--- src/rtl/pass_entry.sv ---
// Password entry: debounced ENTER/CLEAR collect four switch nibbles and offer them on valid/ready.
// Build option PASS_MASK_EN shows MASK_CODE on filled display slots instead of the nibble.

module pass_entry_deb #(
  parameter int DEB_CYCLES = 1_000_000
) (
  input  logic clk,
  input  logic reset,
  input  logic btn_i,
  output logic press_o
);
  localparam int CW = $clog2(DEB_CYCLES);
  localparam logic [CW-1:0] CNT_MAX = CW'(DEB_CYCLES - 1);

  logic          s1_q, s2_q, deb_q, deb_prev_q;
  logic [CW-1:0] cnt_q;

  always_ff @(posedge clk) begin
    if (reset) begin
      s1_q       <= 1'b0;
      s2_q       <= 1'b0;
      deb_q      <= 1'b0;
      deb_prev_q <= 1'b0;
      cnt_q      <= '0;
    end else begin
      s1_q       <= btn_i;
      s2_q       <= s1_q;
      deb_prev_q <= deb_q;
      // The counter restarts whenever the synchronized level agrees again, rejecting short bounces.
      if (s2_q == deb_q) begin
        cnt_q <= '0;
      end else if (cnt_q == CNT_MAX) begin
        deb_q <= s2_q;
        cnt_q <= '0;
      end else begin
        cnt_q <= cnt_q + 1'b1;
      end
    end
  end

  assign press_o = deb_q & ~deb_prev_q;
endmodule

module pass_entry #(
  parameter int         DEB_CYCLES = 1_000_000,
  parameter logic [4:0] BLANK_CODE = 5'd31,
  parameter logic [4:0] MASK_CODE  = 5'd30
) (
  input  logic        clk,
  input  logic        reset,
  input  logic [3:0]  sw,
  input  logic        btn_enter,
  input  logic        btn_clear,
  input  logic        pass_ready,
  output logic        pass_valid,
  output logic [15:0] pass_word,
  output logic [4:0]  disp0,
  output logic [4:0]  disp1,
  output logic [4:0]  disp2,
  output logic [4:0]  disp3,
  output logic [2:0]  digit_cnt
);
  typedef enum logic [1:0] {COLLECT, OFFER, HOLD} state_t;

  state_t      state_q, state_d;
  logic [15:0] word_q, word_d;
  logic [2:0]  cnt_q, cnt_d;
  logic        enter_press, clear_press;
  logic [4:0]  slot [4];

  pass_entry_deb #(.DEB_CYCLES(DEB_CYCLES)) u_deb_enter (
    .clk(clk), .reset(reset), .btn_i(btn_enter), .press_o(enter_press)
  );
  pass_entry_deb #(.DEB_CYCLES(DEB_CYCLES)) u_deb_clear (
    .clk(clk), .reset(reset), .btn_i(btn_clear), .press_o(clear_press)
  );

  always_ff @(posedge clk) begin
    if (reset) begin
      state_q <= COLLECT;
      word_q  <= '0;
      cnt_q   <= '0;
    end else begin
      state_q <= state_d;
      word_q  <= word_d;
      cnt_q   <= cnt_d;
    end
  end

  always_comb begin
    state_d = state_q;
    word_d  = word_q;
    cnt_d   = cnt_q;
    // Clear outranks everything, including a simultaneous enter and a pending offer.
    if (clear_press) begin
      state_d = COLLECT;
      word_d  = '0;
      cnt_d   = '0;
    end else begin
      case (state_q)
        COLLECT: begin
          if (enter_press && cnt_q < 3'd4) begin
            word_d = {word_q[11:0], sw};
            cnt_d  = cnt_q + 3'd1;
            if (cnt_q == 3'd3) state_d = OFFER;
          end
        end
        OFFER:   if (pass_ready) state_d = HOLD;
        HOLD:    state_d = HOLD;
        default: state_d = COLLECT;
      endcase
    end
  end

  always_comb begin
    for (int k = 0; k < 4; k++) begin
      slot[k] = BLANK_CODE;
      if (3'(k) < cnt_q) begin
`ifdef PASS_MASK_EN
        slot[k] = MASK_CODE;
`else
        slot[k] = {1'b0, word_q[4*k +: 4]};
`endif
      end
    end
  end

  assign pass_valid = (state_q == OFFER);
  assign pass_word  = word_q;
  assign digit_cnt  = cnt_q;
  assign disp0      = slot[0];
  assign disp1      = slot[1];
  assign disp2      = slot[2];
  assign disp3      = slot[3];

`ifndef PASS_MASK_EN
  // Keeps MASK_CODE referenced in the unmasked build.
  logic unused_mask;
  assign unused_mask = ^MASK_CODE;
`endif
endmodule

--- config.mk ---
export PLATFORM = sky130hd
export DESIGN_NAME = pass_entry
export DESIGN_NICKNAME = d
export VERILOG_FILES = /design/src/rtl/pass_entry.sv
export SDC_FILE = /design/constraint.sdc
export NUM_CORES = 1
export LEC_CHECK = 0
export BUFFER_PORTS_ARGS = -buffer_cell sky130_fd_sc_hd__buf_2
export CAP_MARGIN = 20
export CORE_UTILIZATION = 46
export CTS_CLUSTER_DIAMETER = 200
export CTS_CLUSTER_SIZE = 14
export DETAILED_ROUTE_END_ITERATION = 16
export PLACE_DENSITY = 0.68
export SLEW_MARGIN = 20
export SYNTH_ARGS = -nofsm -noshare
export SYNTH_HDL_FRONTEND = slang
export SYNTH_SLANG_ARGS = --single-unit
--- constraint.sdc ---
create_clock -name clk -period 3.3 [get_ports clk]
set_input_delay 0.33 -clock clk [delete_from_list [all_inputs] [get_ports clk]]
set_output_delay 0.33 -clock clk [all_outputs]
set_load 0.05 [all_outputs]
== Yosys cells after proc, flatten, opt, wreduce, memory -nomap -nowiden ==
Index checks and enable logic that the tools add are counted.

* Register bits: 69
* Latch bits: 0
* Bits in writable memories: 0
* Memory bits (read-only): 0
* Input bits: 9
* Output and inout port bits: 40
* Memories kept: 0

* Add/sub/neg operators: 3
* Multiply operators: 0
* Div/mod/pow operators: 0
* $lt $le $gt $ge: 5
* Eq/ne operators: 10
* Shift operators: 0
* Mux-type cells: 8
* Bitwise logic cells: 6
* Reductions and logical operators: 9

{| class="wikitable"
|+ Operator list
! kind !! number
|-
| 20-bit by 1-bit adder with 20-bit output, second input constant || 2
|-
| 20-bit == test, second input constant || 2
|-
| 5-bit two-way mux || 4
|-
| 1-bit by 3-bit < comparator with 1-bit output, first input constant || 2
|-
| 2-bit by 3-bit < comparator with 1-bit output, first input constant || 2
|-
| 2-bit two-way mux || 3
|-
| 2-bit inequality test, second input constant || 3
|-
| 2-bit one-hot mux with 3 select lines || 1
|-
| 2-bit AND reduction || 3
|-
| 3-bit OR reduction || 2
|-
| 1-bit inverter || 4
|-
| 3-bit by 1-bit adder with 3-bit output, second input constant || 1
|-
| 3-bit by 2-bit == test with 1-bit output, second input constant || 1
|-
| 3-bit < comparator, second input constant || 1
|-
| 3-bit AND reduction || 1
|-
| 1-bit AND || 2
|-
| 1-bit == test || 2
|-
| 2-bit by 1-bit == test with 1-bit output, second input constant || 1
|-
| 2-bit == test, second input constant || 1
|-
| 2-bit zero test || 1
|-
| 2-bit OR reduction || 1
|-
| 1-bit logical AND || 1
|}

== Longest topological paths before layout ==
* Depth after elaboration: 5
* Mapped depth: 8
* Mapped depth without buffers: 6

== Cells and area by module ==
Synthesis repeated with hierarchy kept, for this count alone.

* Cell total of the unflattened synthesis: 351
* Area total of the unflattened synthesis: 3098.0 um^2

{| class="wikitable"
|+ Modules (own cells, without submodules)
! module !! times used !! cells an instance !! area an instance (um^2) !! sequential area each (um^2)
|-
| pass_entry_deb || 2 || 116 || 1048.5 || 480.5
|-
| pass_entry || 1 || 119 || 1001.0 || 420.4
|}

== Worst setup path before layout ==
No wires, ideal clock.

* Kind: register to output
* Start point: reg cnt_q[2] (netlist: digit_cnt[2])
* End point: out disp0[0]
* Arrival time: 2353 ps
* Slack: 617 ps
* Cell stages (with the launch flop): 4
* Cell sequence: dfxtp_1 > clkbuf_1 > nor3_1 > or2_2

* Word-level cells in the longest chain between the ends: 2

{| class="wikitable"
|+ RTL lines
! item !! RTL line !! RTL
|-
| start, declared || 67 || <nowiki>logic [2:0] cnt_q, cnt_d;</nowiki>
|-
| start signal, assigned || 86 || <nowiki>cnt_q <= cnt_d;</nowiki>
|-
| 1-bit by 3-bit < comparator with 1-bit output || 118 || <nowiki>if (3'(k) < cnt_q) begin</nowiki>
|-
| 5-bit two-way mux || 118 ||
|-
| end, declared || 57 || <nowiki>output logic [4:0] disp0,</nowiki>
|}

No other way between the ends.

== Worst setup path after layout ==
* Start point: reg u_deb_enter.cnt_q[13]
* End point: reg u_deb_enter.cnt_q[6]

* Word-level cells in the longest chain between the ends: 2

{| class="wikitable"
|+ RTL lines
! item !! RTL line !! RTL
|-
| start, declared || 16 || <nowiki>logic [CW-1:0] cnt_q;</nowiki>
|-
| start signal, assigned || 36 || <nowiki>cnt_q <= cnt_q + 1'b1;</nowiki>
|-
| 20-bit == test || 32 || <nowiki>end else if (cnt_q == CNT_MAX) begin</nowiki>
|-
| 3-bit OR reduction (no line) || n/a ||
|}

No other way between the ends.
A chain may end at the register's enable or synchronous reset.

==> summary.txt <==
Critical path
  – Reg2Reg Depth: 4
  – CP Capture Type: flip-flop
  – Crit-path max FO: 19
  – Critical setup path kind: reg -> reg
  – Worst Setup Start Kind: flip-flop
  – Worst EP arrival: roughly 2300 ps
  – CP Data Required Time: roughly 3500 ps

Logic synthesis
  – Top post-synthesis cells by count: dfxtp_1 (69), nand2_1 (48), nor2_1 (36), a21oi_1 (32), xnor2_1 (15)
  – Synth warn: 0
  – Post-synth top area cell: dfxtp_1
  – Post-synth design cell area: 3000 µm²
  – Main synth FF type: dfxtp_1
  – Syn Area/Cell: about 8.5 µm²
  – Unique masters post-synth: 37
  – Sequential area share after synthesis: between 40% and 50%
  – FFs w/ async S/R, synth: 0%
  – Area fraction of the dominant cell type after synthesis: between 40% and 50%
  – Flop and latch count out of synthesis: approximately 70
  – Synth top area cells: dfxtp_1 (46%), nand2_1 (6.0%), a21oi_1 (5.3%)
  – Syn_nets: between 300 and 400
  – Top-count cell post-synth: dfxtp_1
  – EDFF count, synth: 0
  – Mapped Cells: approximately 350

Power
  – Sequential share of power: about 56%
  – Switching share of power: between 20% and 30%
  – Switching power: approximately 310 µW
  – Clk network pwr share: 42.3%
  – Pwr/cell area: ~430 nW/µm²
  – Leak: around 1.2 nW
  – VDD IR max: just over 0.0002 V
  – Internal: ~1.2 mW
  – Combinational Power Share: about 1.3%

Clock network
  – Root buffer cell: clkbuf_8
  – Num CTS Buffers: 9
  – H-tree levels: 3
  – Clock sinks: 69
  – CTS tree: built
  – Clock transition at the registers of the reported paths: approximately 70 ps
  – Hold_buf cts: 0
  – Deepest clock path buffer count: 2
  – Post-CTS resize count: 0
  – Post-CTS Setup Repair Bufs: 0
  – Clock Latency Late Sink: ~340 ps

Timing
  – Min Tclk post-route: 2080 ps
  – Final setup viols: 0
  – Worst setup slack after layout: approximately 1200 ps
  – Final period utilization: between 60 and 70%
  – Final Slew Violations: 0
  – Skew final: 5.89 ps
  – Slew @ Worst Pin: between 700 and 800 ps
  – Setup TNS: 0 ps
  – Max-slew headroom: between 50 and 60%
  – RSZ-0062 raised after global routing: no
  – Fmax: 0.482 GHz
  – Final Hold Violating Endpoints: 0

Drt
  – Post-DRT Antenna Nets: 0
  – Vias: 2476
  – Post-route DRC: 0
  – Detailed Route WL: roughly 5700 µm
  – DR WL/cell: 11.8 µm
  – Initial DRT Pass Iterations: 4
  – Vias/cell: ~5.2
  – Initial DRC count: between 80 and 90

Cells and area
  – Syn-to-layout area delta: 15.3%
  – Design area: ~3500 µm²
  – Filler cell count: about 620
  – Final cell count without fillers: 480
  – Nets: 413
  – Layout cell share with drive strength beyond 1: about a fifth
  – Ant. Diodes: 0

Die
  – Core ar.: 6310 µm²
  – Chip Width: 82.8 µm
  – Ports: approximately 50
  – Num rows: 29
  – Die height: slightly above 80 µm
  – Die area: 6860 µm²
  – Initial Utilization: between 40% and 50%

Placement
  – Placed wire-length estimate: a little under 4000 µm
  – Port bufs: 48
  – Final GP Congestion: 0.781
  – Placed instance area: about 3300 µm²
  – Inst Count DP: roughly 470
  – Post-place setup slack: between 1000 and 1500 ps

GRT
  – Vias in the first global route: 1970
  – Initial antenna violation count: 0
  – Largest net degree at the start of global routing: 22
  – First-pass GRT wire length: around 8700 µm
  – Grt ovf: 0
  – Gr usage total: between 10% and 20%

Flow run
  – MaxCap Viol Count: 0

Outcome
  – Status: complete, no violations

Worst hold path
  – Hold depth: 2
  – HP Class: in -> reg
power by group through the flow:
stage	Clock [mW]	Sequential [mW]	Combinational, mW
after floorplan	0	0.856	0.0133
after global placement	0	0.856	0.0199
after detailed placement	0	0.856	0.0200
after CTS	0.640	0.837	0.0201
after global routing	0.677	0.837	0.0222
final	0.627	0.837	0.0197
path summary, 6_finish.rpt:
check | start | to | slack (ps)
hold / removal | btn_clear | u_deb_clear.s1_q$_SDFF_PP0_ | 200
hold reg to reg | u_deb_clear.s1_q$_SDFF_PP0_ | u_deb_clear.s2_q$_SDFF_PP0_ | 430
setup reg to reg | u_deb_enter.cnt_q[13]$_SDFF_PP0_ | u_deb_enter.cnt_q[6]$_SDFF_PP0_ | 1220
setup / recovery | u_deb_enter.cnt_q[13]$_SDFF_PP0_ | u_deb_enter.cnt_q[6]$_SDFF_PP0_ | 1220
stage by stage:
stage	total power [mW]	hold WS, ps	util [%]
6_report	1.48	203	54.8
5_1_grt	1.54	212	54.8
4_1_cts	1.50	194	54.8
3_5_place_dp	0.876	420	52.0
3_3_place_gp	0.876	419	52.0
2_1_floorplan	0.869	414	-
worst max-delay path, stage by stage, from the launching register on:
cell and delay [ps]:
dfxtp_1 340, or4_1 530, or4_4 560, o21ai_4 420
nor2_1 100
area by class of cell:
class | count | area, µm² | share of cell area [%]
clock buffer | 14 | 173 | 4.99
clock inverter | 1 | 5.00 | 0.145
inverter | 12 | 45.0 | 1.30
multi-input combinational | 258 | 1510 | 43.7
sequential | 69 | 1380 | 39.9
tap | 77 | 96.3 | 2.78
timing repair buffer | 49 | 248 | 7.16
routing by layer:
metal | up-vias | wire length, µm | GRT usage [%]
met1 | 1115 | 2900 | 21.1
met5 | - | 0 | 0
li1 | 1295 | - | -
met3 | 10 | 275 | 5.46
met2 | 56 | 2450 | 26.7
met4 | 0 | 67 | 7.24
kinds of logic after synthesis:
logic type	count (synthesis)	share of synthesized area (%)
AO/OA/AOI/OAI	51	9.87
XOR/XNOR	29	8.46
adder cells (fa/ha/maj)	5	2.08
buffers and inverters	26	3.62
flip-flops	69	46.0
AND/OR/NAND/NOR	173	30.0
sequential cells by signal, summed over array words and instances, names as in the netlist, 2 cells and up:
register / count
u_deb_clear.cnt_q: 20
digit_cnt: 3
u_deb_enter.cnt_q: 20
state_q: 2
pass_word: 16
cells in the final DEF (no fill, tap or decap), drive strengths merged:
master   count
nand4        9
clkbuf      14
a211oi       1
inv         12
nor4b        1
o21ba        1
nand2b       6
nand3       13
xor2        14
and3         2
and4         5
nor2b        6
or3          8
o31ai        6
or2         14
or3b         2
o21a         1
o21ai        8
ha           5
buf         49
nor2        37
nand4bb      1
or4b         1
nor3         7
nor4bb       1
a21oi       32
dfxtp       69
xnor2       15
a21o         2
clkinv       1
or4          8
nand2       48
nor4         4
(Power assumes the default switching activity.)
